$ cat src/rtl/bpi_seq_pkg.sv
// rtl/bpi_seq_pkg.sv - command codes, state encodings and strobe bundle shared by the BPI sequencer
package bpi_seq_pkg;

    localparam logic [4:0] CMD_NOOP       = 5'h00;
    localparam logic [4:0] CMD_READ_1     = 5'h02;
    localparam logic [4:0] CMD_WRITE_N    = 5'h03;
    localparam logic [4:0] CMD_READ_ARRAY = 5'h05;
    localparam logic [4:0] CMD_READ_ES    = 5'h07;
    localparam logic [4:0] CMD_CLR_SR     = 5'h09;
    localparam logic [4:0] CMD_BUF_PROG   = 5'h0C;
    localparam logic [4:0] CMD_BUF_WRT_N  = 5'h0D;
    localparam logic [4:0] CMD_BUF_CONF   = 5'h0E;
    localparam logic [4:0] CMD_SET_CNFG   = 5'h12;

    typedef enum logic [4:0] {
        ST_RESET         = 5'd0,
        ST_SET_ASYNCH    = 5'd1,
        ST_GAP           = 5'd2,
        ST_RD_ARRAY      = 5'd3,
        ST_COMPLETE      = 5'd4,
        ST_IDLE          = 5'd5,
        ST_SIMPLE        = 5'd6,
        ST_ISSUE_CMD     = 5'd7,
        ST_READ_STATUS   = 5'd8,
        ST_CHECK_PEC     = 5'd9,
        ST_CHECK_STAT    = 5'd10,
        ST_BUF_PROG      = 5'd11,
        ST_READ_BUF_STAT = 5'd12,
        ST_CHECK_BUF     = 5'd13,
        ST_BUF_WRT_N     = 5'd14,
        ST_WRITE_N       = 5'd15,
        ST_BUF_CONF      = 5'd16,
        ST_LK_ISSUE      = 5'd17,
        ST_RES_MODE      = 5'd18,
        ST_READ_ES       = 5'd19,
        ST_CNFRM_LK      = 5'd20,
        ST_RPT_ERROR     = 5'd21,
        ST_CLR_SR        = 5'd22
    } seq_state_e;

    typedef struct packed {
        logic check_pec;
        logic check_buf;
        logic check_stat;
        logic cnfrm_lk;
        logic read_es_state;
        logic set_asynch;
        logic rpt_error;
        logic seq_cmplt;
        logic seqr_idle;
    } seq_strb_t;

endpackage

$ cat src/rtl/bpi_seq_gap_timer.sv
// rtl/bpi_seq_gap_timer.sv - inter-command gap down-counter holding the state to resume afterwards
module bpi_seq_gap_timer
    import bpi_seq_pkg::*;
#(
    parameter int GAP_CYC = 1
) (
    input  logic       CLK,
    input  logic       RST,
    input  logic       load,
    input  logic [4:0] target_in,
    output logic       done,
    output logic [4:0] target
);

    logic [3:0] cnt_q, cnt_d;
    logic [4:0] tgt_q, tgt_d;

    // Loaded on the edge that enters GAP, so the first GAP cycle already sees GAP_CYC-1.
    always_comb begin
        cnt_d = cnt_q;
        tgt_d = tgt_q;
        if (load) begin
            cnt_d = 4'(GAP_CYC - 1);
            tgt_d = target_in;
        end else if (cnt_q != 4'd0) begin
            cnt_d = cnt_q - 4'd1;
        end
    end

    always_ff @(posedge CLK or posedge RST) begin
        if (RST) begin
            cnt_q <= 4'd0;
            tgt_q <= ST_RESET;
        end else begin
            cnt_q <= cnt_d;
            tgt_q <= tgt_d;
        end
    end

    assign done   = (cnt_q == 4'd0);
    assign target = tgt_q;

endmodule

$ cat src/rtl/bpi_seq_engine.sv
// rtl/bpi_seq_engine.sv - BPI flash command sequencer with bounded busy polling and lock retry
module bpi_seq_engine
    import bpi_seq_pkg::*;
#(
    parameter int                CMD_W     = 5,
    parameter int                GAP_CYC   = 1,
    parameter int                POLL_W    = 16,
    parameter logic [POLL_W-1:0] MAX_POLL  = POLL_W'(16'hFFFF),
    parameter int                MAX_RETRY = 3
) (
    input  logic              CLK,
    input  logic              RST,
    input  logic              lk_unlk,
    input  logic              buf_prog,
    input  logic              std_seq,
    input  logic              simple_cmd,
    input  logic [CMD_W-1:0]  seq_cmnd,
    input  logic              seq_done,
    input  logic              ack,
    input  logic              error,
    input  logic              lk_ok,
    input  logic              pec_busy,
    input  logic              noop_seq,
    output logic [CMD_W-1:0]  command,
    output logic              check_pec,
    output logic              check_buf,
    output logic              check_stat,
    output logic              cnfrm_lk,
    output logic              read_es_state,
    output logic              set_asynch,
    output logic              rpt_error,
    output logic              seq_cmplt,
    output logic              seqr_idle,
    output logic              timeout_err,
    output logic              lk_fail,
    output logic [POLL_W-1:0] poll_cnt,
    output logic [2:0]        retry_cnt,
    output logic [4:0]        state_out
);

    seq_state_e        state_q, state_d;
    seq_state_e        gap_tgt;
    logic [4:0]        gap_target;
    logic              gap_load, gap_done;
    logic [CMD_W-1:0]  command_q, command_d;
    seq_strb_t         strb_q, strb_d;
    logic [POLL_W-1:0] poll_cnt_q, poll_cnt_d, poll_inc;
    logic [2:0]        retry_cnt_q, retry_cnt_d;
    logic              timeout_err_q, timeout_err_d;
    logic              lk_fail_q, lk_fail_d;
    logic              is_check, poll_hit, lk_miss;

    bpi_seq_gap_timer #(.GAP_CYC(GAP_CYC)) u_gap (
        .CLK       (CLK),
        .RST       (RST),
        .load      (gap_load),
        .target_in (gap_tgt),
        .done      (gap_done),
        .target    (gap_target)
    );

    always_comb begin
        state_d  = state_q;
        gap_load = 1'b0;
        gap_tgt  = ST_RD_ARRAY;
        is_check = (state_q == ST_CHECK_PEC) || (state_q == ST_CHECK_BUF);
        poll_inc = (poll_cnt_q == '1) ? poll_cnt_q : poll_cnt_q + POLL_W'(1);
        poll_hit = pec_busy && (MAX_POLL != '0) && (poll_inc == MAX_POLL);
        lk_miss  = !lk_ok && (retry_cnt_q == 3'(MAX_RETRY));
        case (state_q)
            ST_RESET:         state_d = ST_SET_ASYNCH;
            ST_SET_ASYNCH:    if (seq_done) begin state_d = ST_GAP; gap_load = 1'b1; gap_tgt = ST_RD_ARRAY; end
            ST_GAP:           if (gap_done) state_d = seq_state_e'(gap_target);
            ST_RD_ARRAY:      if (seq_done) state_d = ST_COMPLETE;
            ST_COMPLETE:      if (noop_seq) state_d = ST_IDLE;
            ST_IDLE: begin
                if (lk_unlk)         state_d = ST_LK_ISSUE;
                else if (buf_prog)   state_d = ST_BUF_PROG;
                else if (std_seq)    state_d = ST_ISSUE_CMD;
                else if (simple_cmd) state_d = ST_SIMPLE;
            end
            ST_SIMPLE:        if (seq_done) state_d = ST_COMPLETE;
            ST_ISSUE_CMD:     if (seq_done) begin state_d = ST_GAP; gap_load = 1'b1; gap_tgt = ST_READ_STATUS; end
            ST_READ_STATUS:   if (seq_done) state_d = ST_CHECK_PEC;
            ST_CHECK_PEC: begin
                if (poll_hit)      state_d = ST_RPT_ERROR;
                else if (pec_busy) state_d = ST_READ_STATUS;
                else               state_d = ST_CHECK_STAT;
            end
            ST_CHECK_STAT: begin
                if (error) state_d = ST_RPT_ERROR;
                else begin state_d = ST_GAP; gap_load = 1'b1; gap_tgt = ST_RD_ARRAY; end
            end
            ST_BUF_PROG:      if (seq_done) begin state_d = ST_GAP; gap_load = 1'b1; gap_tgt = ST_READ_BUF_STAT; end
            ST_READ_BUF_STAT: if (seq_done) state_d = ST_CHECK_BUF;
            ST_CHECK_BUF: begin
                if (poll_hit)      state_d = ST_RPT_ERROR;
                else if (pec_busy) state_d = ST_BUF_PROG;
                else               state_d = ST_BUF_WRT_N;
            end
            ST_BUF_WRT_N:     if (seq_done) begin state_d = ST_GAP; gap_load = 1'b1; gap_tgt = ST_WRITE_N; end
            ST_WRITE_N:       if (seq_done) begin state_d = ST_GAP; gap_load = 1'b1; gap_tgt = ST_BUF_CONF; end
            ST_BUF_CONF:      if (seq_done) begin state_d = ST_GAP; gap_load = 1'b1; gap_tgt = ST_READ_STATUS; end
            ST_LK_ISSUE:      if (seq_done) begin state_d = ST_GAP; gap_load = 1'b1; gap_tgt = ST_RES_MODE; end
            ST_RES_MODE:      if (seq_done) begin state_d = ST_GAP; gap_load = 1'b1; gap_tgt = ST_READ_ES; end
            ST_READ_ES:       if (seq_done) state_d = ST_CNFRM_LK;
            ST_CNFRM_LK: begin
                if (lk_ok) begin state_d = ST_GAP; gap_load = 1'b1; gap_tgt = ST_RD_ARRAY; end
                else if (lk_miss) state_d = ST_RPT_ERROR;
                else              state_d = ST_LK_ISSUE;
            end
            ST_RPT_ERROR:     if (ack) state_d = ST_CLR_SR;
            ST_CLR_SR:        if (seq_done) begin state_d = ST_GAP; gap_load = 1'b1; gap_tgt = ST_RD_ARRAY; end
            default:          state_d = ST_RESET;
        endcase
    end

    // Counters and sticky flags; IDLE entry and CLR_SR entry take priority over updates.
    always_comb begin
        poll_cnt_d    = poll_cnt_q;
        retry_cnt_d   = retry_cnt_q;
        timeout_err_d = timeout_err_q;
        lk_fail_d     = lk_fail_q;
        if (is_check && pec_busy)
            poll_cnt_d = poll_inc;
        if (is_check && poll_hit)
            timeout_err_d = 1'b1;
        if ((state_q == ST_CNFRM_LK) && lk_miss)
            lk_fail_d = 1'b1;
        if ((state_d == ST_LK_ISSUE) && (state_q != ST_LK_ISSUE) && (retry_cnt_q != 3'd7))
            retry_cnt_d = retry_cnt_q + 3'd1;
        if (state_d == ST_IDLE) begin
            poll_cnt_d  = '0;
            retry_cnt_d = 3'd0;
        end
        if (state_d == ST_CLR_SR) begin
            timeout_err_d = 1'b0;
            lk_fail_d     = 1'b0;
        end
    end

    always_comb begin
        command_d = CMD_W'(CMD_NOOP);
        strb_d    = '0;
        case (state_d)
            ST_SET_ASYNCH: begin
                command_d         = CMD_W'(CMD_SET_CNFG);
                strb_d.set_asynch = 1'b1;
            end
            ST_RD_ARRAY:                         command_d = CMD_W'(CMD_READ_ARRAY);
            ST_COMPLETE:                         strb_d.seq_cmplt = 1'b1;
            ST_IDLE:                             strb_d.seqr_idle = 1'b1;
            ST_SIMPLE, ST_ISSUE_CMD, ST_LK_ISSUE: command_d = seq_cmnd;
            ST_READ_STATUS, ST_READ_BUF_STAT:    command_d = CMD_W'(CMD_READ_1);
            ST_CHECK_PEC:                        strb_d.check_pec = 1'b1;
            ST_CHECK_STAT:                       strb_d.check_stat = 1'b1;
            ST_BUF_PROG:                         command_d = CMD_W'(CMD_BUF_PROG);
            ST_CHECK_BUF:                        strb_d.check_buf = 1'b1;
            ST_BUF_WRT_N:                        command_d = CMD_W'(CMD_BUF_WRT_N);
            ST_WRITE_N:                          command_d = CMD_W'(CMD_WRITE_N);
            ST_BUF_CONF:                         command_d = CMD_W'(CMD_BUF_CONF);
            ST_RES_MODE:                         command_d = CMD_W'(CMD_READ_ES);
            ST_READ_ES: begin
                command_d            = CMD_W'(CMD_READ_1);
                strb_d.read_es_state = 1'b1;
            end
            ST_CNFRM_LK:                         strb_d.cnfrm_lk = 1'b1;
            ST_RPT_ERROR:                        strb_d.rpt_error = 1'b1;
            ST_CLR_SR:                           command_d = CMD_W'(CMD_CLR_SR);
            default: ;
        endcase
    end

    always_ff @(posedge CLK or posedge RST) begin
        if (RST) begin
            state_q       <= ST_RESET;
            command_q     <= '0;
            strb_q        <= '0;
            poll_cnt_q    <= '0;
            retry_cnt_q   <= 3'd0;
            timeout_err_q <= 1'b0;
            lk_fail_q     <= 1'b0;
        end else begin
            state_q       <= state_d;
            command_q     <= command_d;
            strb_q        <= strb_d;
            poll_cnt_q    <= poll_cnt_d;
            retry_cnt_q   <= retry_cnt_d;
            timeout_err_q <= timeout_err_d;
            lk_fail_q     <= lk_fail_d;
        end
    end

    assign command       = command_q;
    assign check_pec     = strb_q.check_pec;
    assign check_buf     = strb_q.check_buf;
    assign check_stat    = strb_q.check_stat;
    assign cnfrm_lk      = strb_q.cnfrm_lk;
    assign read_es_state = strb_q.read_es_state;
    assign set_asynch    = strb_q.set_asynch;
    assign rpt_error     = strb_q.rpt_error;
    assign seq_cmplt     = strb_q.seq_cmplt;
    assign seqr_idle     = strb_q.seqr_idle;
    assign timeout_err   = timeout_err_q;
    assign lk_fail       = lk_fail_q;
    assign poll_cnt      = poll_cnt_q;
    assign retry_cnt     = retry_cnt_q;
    assign state_out     = state_q;

endmodule

$ cat config.mk
export PLATFORM = sky130hd
export DESIGN_NAME = bpi_seq_engine
export DESIGN_NICKNAME = d
export VERILOG_FILES = /design/src/rtl/bpi_seq_pkg.sv /design/src/rtl/bpi_seq_gap_timer.sv /design/src/rtl/bpi_seq_engine.sv
export SDC_FILE = /design/constraint.sdc
export NUM_CORES = 1
export LEC_CHECK = 0
export CORE_MARGIN = 2
export CORE_UTILIZATION = 54
export DETAILED_ROUTE_END_ITERATION = 10
export GPL_TIMING_DRIVEN = 0
export PLACE_DENSITY = 0.81
export SLEW_MARGIN = 20
export SYNTH_ARGS = -nofsm -noshare
export SYNTH_HDL_FRONTEND = slang
export SYNTH_SLANG_ARGS = --single-unit
$ cat constraint.sdc
create_clock -name CLK -period 3.3 [get_ports CLK]
set_input_delay 0.33 -clock CLK [delete_from_list [all_inputs] [get_ports CLK]]
set_output_delay 0.33 -clock CLK [all_outputs]
set_load 0.02 [all_outputs]
==> out/qor.yml <==
post_synth_inst_count: 388
synthFlopType: "dfrtp_1"
max_cap_violations: 0
layout-drive-gt1-share_pct: 15.65
tightest_slew_ns: 0.6765
cp.required_ns: 3.47
grt_max_degree: 29
grt.total_usage_pct: 29.26
finalCriticalPeriod_ns: 3.245
port_buffers: 56
nFillCells: 504
clock_sinks: 49
dpl.cell_count: 520
switching_power_mw: 1.630
dieWidth_um: 82.63
rows: 28
synth-compound-area-share_pct: 19.30
dieArea_sq_um: 6827
power.share.clock_pct: 10.4
avgViaCountPerCell: 6.207
htree_levels: 2
worstPathArrival_ns: 3.42
powerDensity_nw_per_um2: 814.6
synth.avg_cell_area_sq_um: 8.604
synthAdderAreaFrac_pct: 1.874
critPathLaunchType: "flip-flop"
setup_tns_ns: 0
wl_per_cell_um: 18.27
area.growth.synth_to_final_pct: 28.00
ant_nets: 0
initial_core_util_pct: 56.05
outcome: "finished clean"
grt_pass1_wl_um: 15300
synth_edf_count: 0
r2r_start: "poll_cnt[1]"
synth-xor-area-share_pct: 4.460
antenna_found_initial: 0
synth_async_sr_flop_share_pct: 100.0
startpoint: "poll_cnt[1]"
nets: 481
ir_drop_mv: 0.5426
hold_violations: 0
swShare_pct: 46.84
finalWirelength_um: 9772
fin_hold_ws_ns: 0.3597
synthSimpleGateAreaFrac_pct: 29.95
gp_congestion: 0.9733
overflow: 0
placed_cell_area_sq_um: 4013
worstSkewPairLatency_ns: 0.30
drc_errors: 0
cts_tree: "yes"
relSlewSlack_pct: 54.31
critPathMaxFanout: 10
antenna_cells: 0
path_cells: "ha_1 -> clkbuf_4 -> nand2_2 -> nor4_4 -> buf_4 -> nand4_1 -> a32o_2 -> nor4_4 -> or2_2 -> clkbuf_4 -> nor3_1 -> o41ai_2 -> o41ai_1"
crit_buf_inv: 3
r2r_cells: 13
yosysSeqAreaShare_pct: 36.73
cp-end-kind: "flip-flop"
cpLargestDelayFamily: "simple AND/OR/NAND/NOR gates"
initialDrtViolationCount: 250
hold_path.class: "in -> async"
hpwl_um: 7138
drv_slew: 0
dp_slack_ns: 0.03588
ys_types: 69
power.share.sequential_pct: 24.7
final_cells: 535
synthMuxAreaShare_pct: 1.799
finalSetupViolations: 0
leakagePower_nw: 1.766
finalPower_mw: 3.481
combPwrFrac_pct: 64.9
cts_inserted_buffers: 5
worstReg2RegEnd: "command[0]"
critPathSlowestCell: "dfrtp_2"
cts_root_buffer: "clkbuf_8"
internal_power_mw: 1.850
coreArea_sq_um: 5956
ys_ff_latch: 49
synth_top_family_by_area: "simple AND/OR/NAND/NOR gates"
critPathKind: "reg -> reg"
chipHeight_um: 82.63
ctsLongestPathBuffers: 2
yosysWarnings: 0
syn_nets: 410
io_pins: 57
firstDrtPassIters: 6
via_count: 3321
cpPeakStageDelay_ns: 0.44
fmax_mhz: 308.2
r2r_setup_slack_ns: 0.05
worst_clock_skew_ns: 0.005670
utilization_pct: 71.74
final_cell_area_sq_um: 4273
cts.clk_slew.worst_paths_ns: 0.10
final.setup.worst_slack_ns: 0.05490
grt_pass1_vias: 3131
synth_area_sq_um: 3338
fin_crit_sh_pct: 98.34
[cells in the final DEF (no fill, tap or decap), types with 6 or more instances in the layout]
cell | Yosys | final
clkdlybuf4s50_1 | 0 | 56
dfrtp_1 | 49 | 48
nor2_1 | 48 | 47
nand2_1 | 30 | 29
a21oi_1 | 23 | 23
nor3_1 | 21 | 20
inv_1 | 15 | 14
nand3_1 | 14 | 14
buf_2 | 16 | 13
xnor2_1 | 13 | 13
o21ai_0 | 13 | 12
buf_4 | 5 | 11
or3_1 | 8 | 8
nor4_1 | 10 | 8
nand2b_1 | 7 | 7
mux2i_1 | 6 | 6
nand4_1 | 6 | 6
nor2b_1 | 6 | 6
[cell type report]
| cell class | count | area (sq um) | area share (%) |
|---|---|---|---|
| buffer | 24 | 143.9 | 3.367 |
| inverter | 18 | 67.56 | 1.581 |
| clock inverter | 3 | 21.27 | 0.4978 |
| tap | 75 | 93.84 | 2.196 |
| sequential | 49 | 1227 | 28.73 |
| timing repair buffer | 64 | 633.1 | 14.82 |
| multi-input combinational | 297 | 2017 | 47.20 |
| clock buffer | 5 | 68.82 | 1.611 |
[synth_stat cells (7+ instances only)]
cell | count | area, sq um
nand3_1 | 14 | 70.07
or3_1 | 8 | 50.05
inv_1 | 15 | 56.30
nand2b_1 | 7 | 43.79
xnor2_1 | 13 | 113.9
buf_2 | 16 | 80.08
dfrtp_1 | 49 | 1226
nand2_1 | 30 | 112.6
o21ai_0 | 13 | 65.06
a21oi_1 | 23 | 115.1
nor2_1 | 48 | 180.2
nor3_1 | 21 | 105.1
nor4_1 | 10 | 62.56
[routing by layer]
layer	global-route usage (%)	vias to the layer above	part of all wire [%]
met4	9.180	0	1.8
li1	-	1553	-
met2	48.31	149	49
met5	0	-	0
met1	39.83	1600	43
met3	4.022	19	6.4
[power groups by stage]
| stage | Combinational [mW] | Sequential, mW | Clock (mW) |
|---|---|---|---|
| after floorplan | 1.35 | 0.959 | 0 |
| after global placement | 2.01 | 0.860 | 0 |
| after detailed placement | 2.03 | 0.869 | 0 |
| after CTS | 2.05 | 0.856 | 0.367 |
| after global routing | 2.46 | 0.876 | 0.394 |
| final | 2.26 | 0.859 | 0.363 |
[worst max-delay path by stage]
stage	end	cells past startpoint
2_1_floorplan	command[0]	12
3_3_place_gp	command[3]	10
3_5_place_dp	poll_cnt[6]	12
4_1_cts	poll_cnt[6]	12
5_1_grt	command[0]	13
6_report	command[0]	13
[flip-flops by register name, indices dropped and copies added (netlist names)]
register	flops
check_buf	1
check_pec	1
check_stat	1
cnfrm_lk	1
command	5
lk_fail	1
poll_cnt	16
read_es_state	1
retry_cnt	3
rpt_error	1
seq_cmplt	1
seqr_idle	1
set_asynch	1
state_out	5
timeout_err	1
u_gap.cnt_q	4
u_gap.target	5
[kinds of logic (layout without fill, tap and decap cells)]
family	Yosys count	count (layout)
buffers and inverters	42	114
AO/OA/AOI/OAI	86	86
adder cells (fa/ha/maj)	5	5
flip-flops	49	49
XOR/XNOR	17	17
AND/OR/NAND/NOR	183	183
multiplexers	6	6
[what timing repair did]
item                                   in CTS  in global routing
hold buffers                                0                  0
setup endpoints to repair                   0                 29
buffers inserted                            0                  7
endpoints found under the hold margin       0                  0
gates resized for setup                     0                 26
Power figures use the tool's default switching activity.
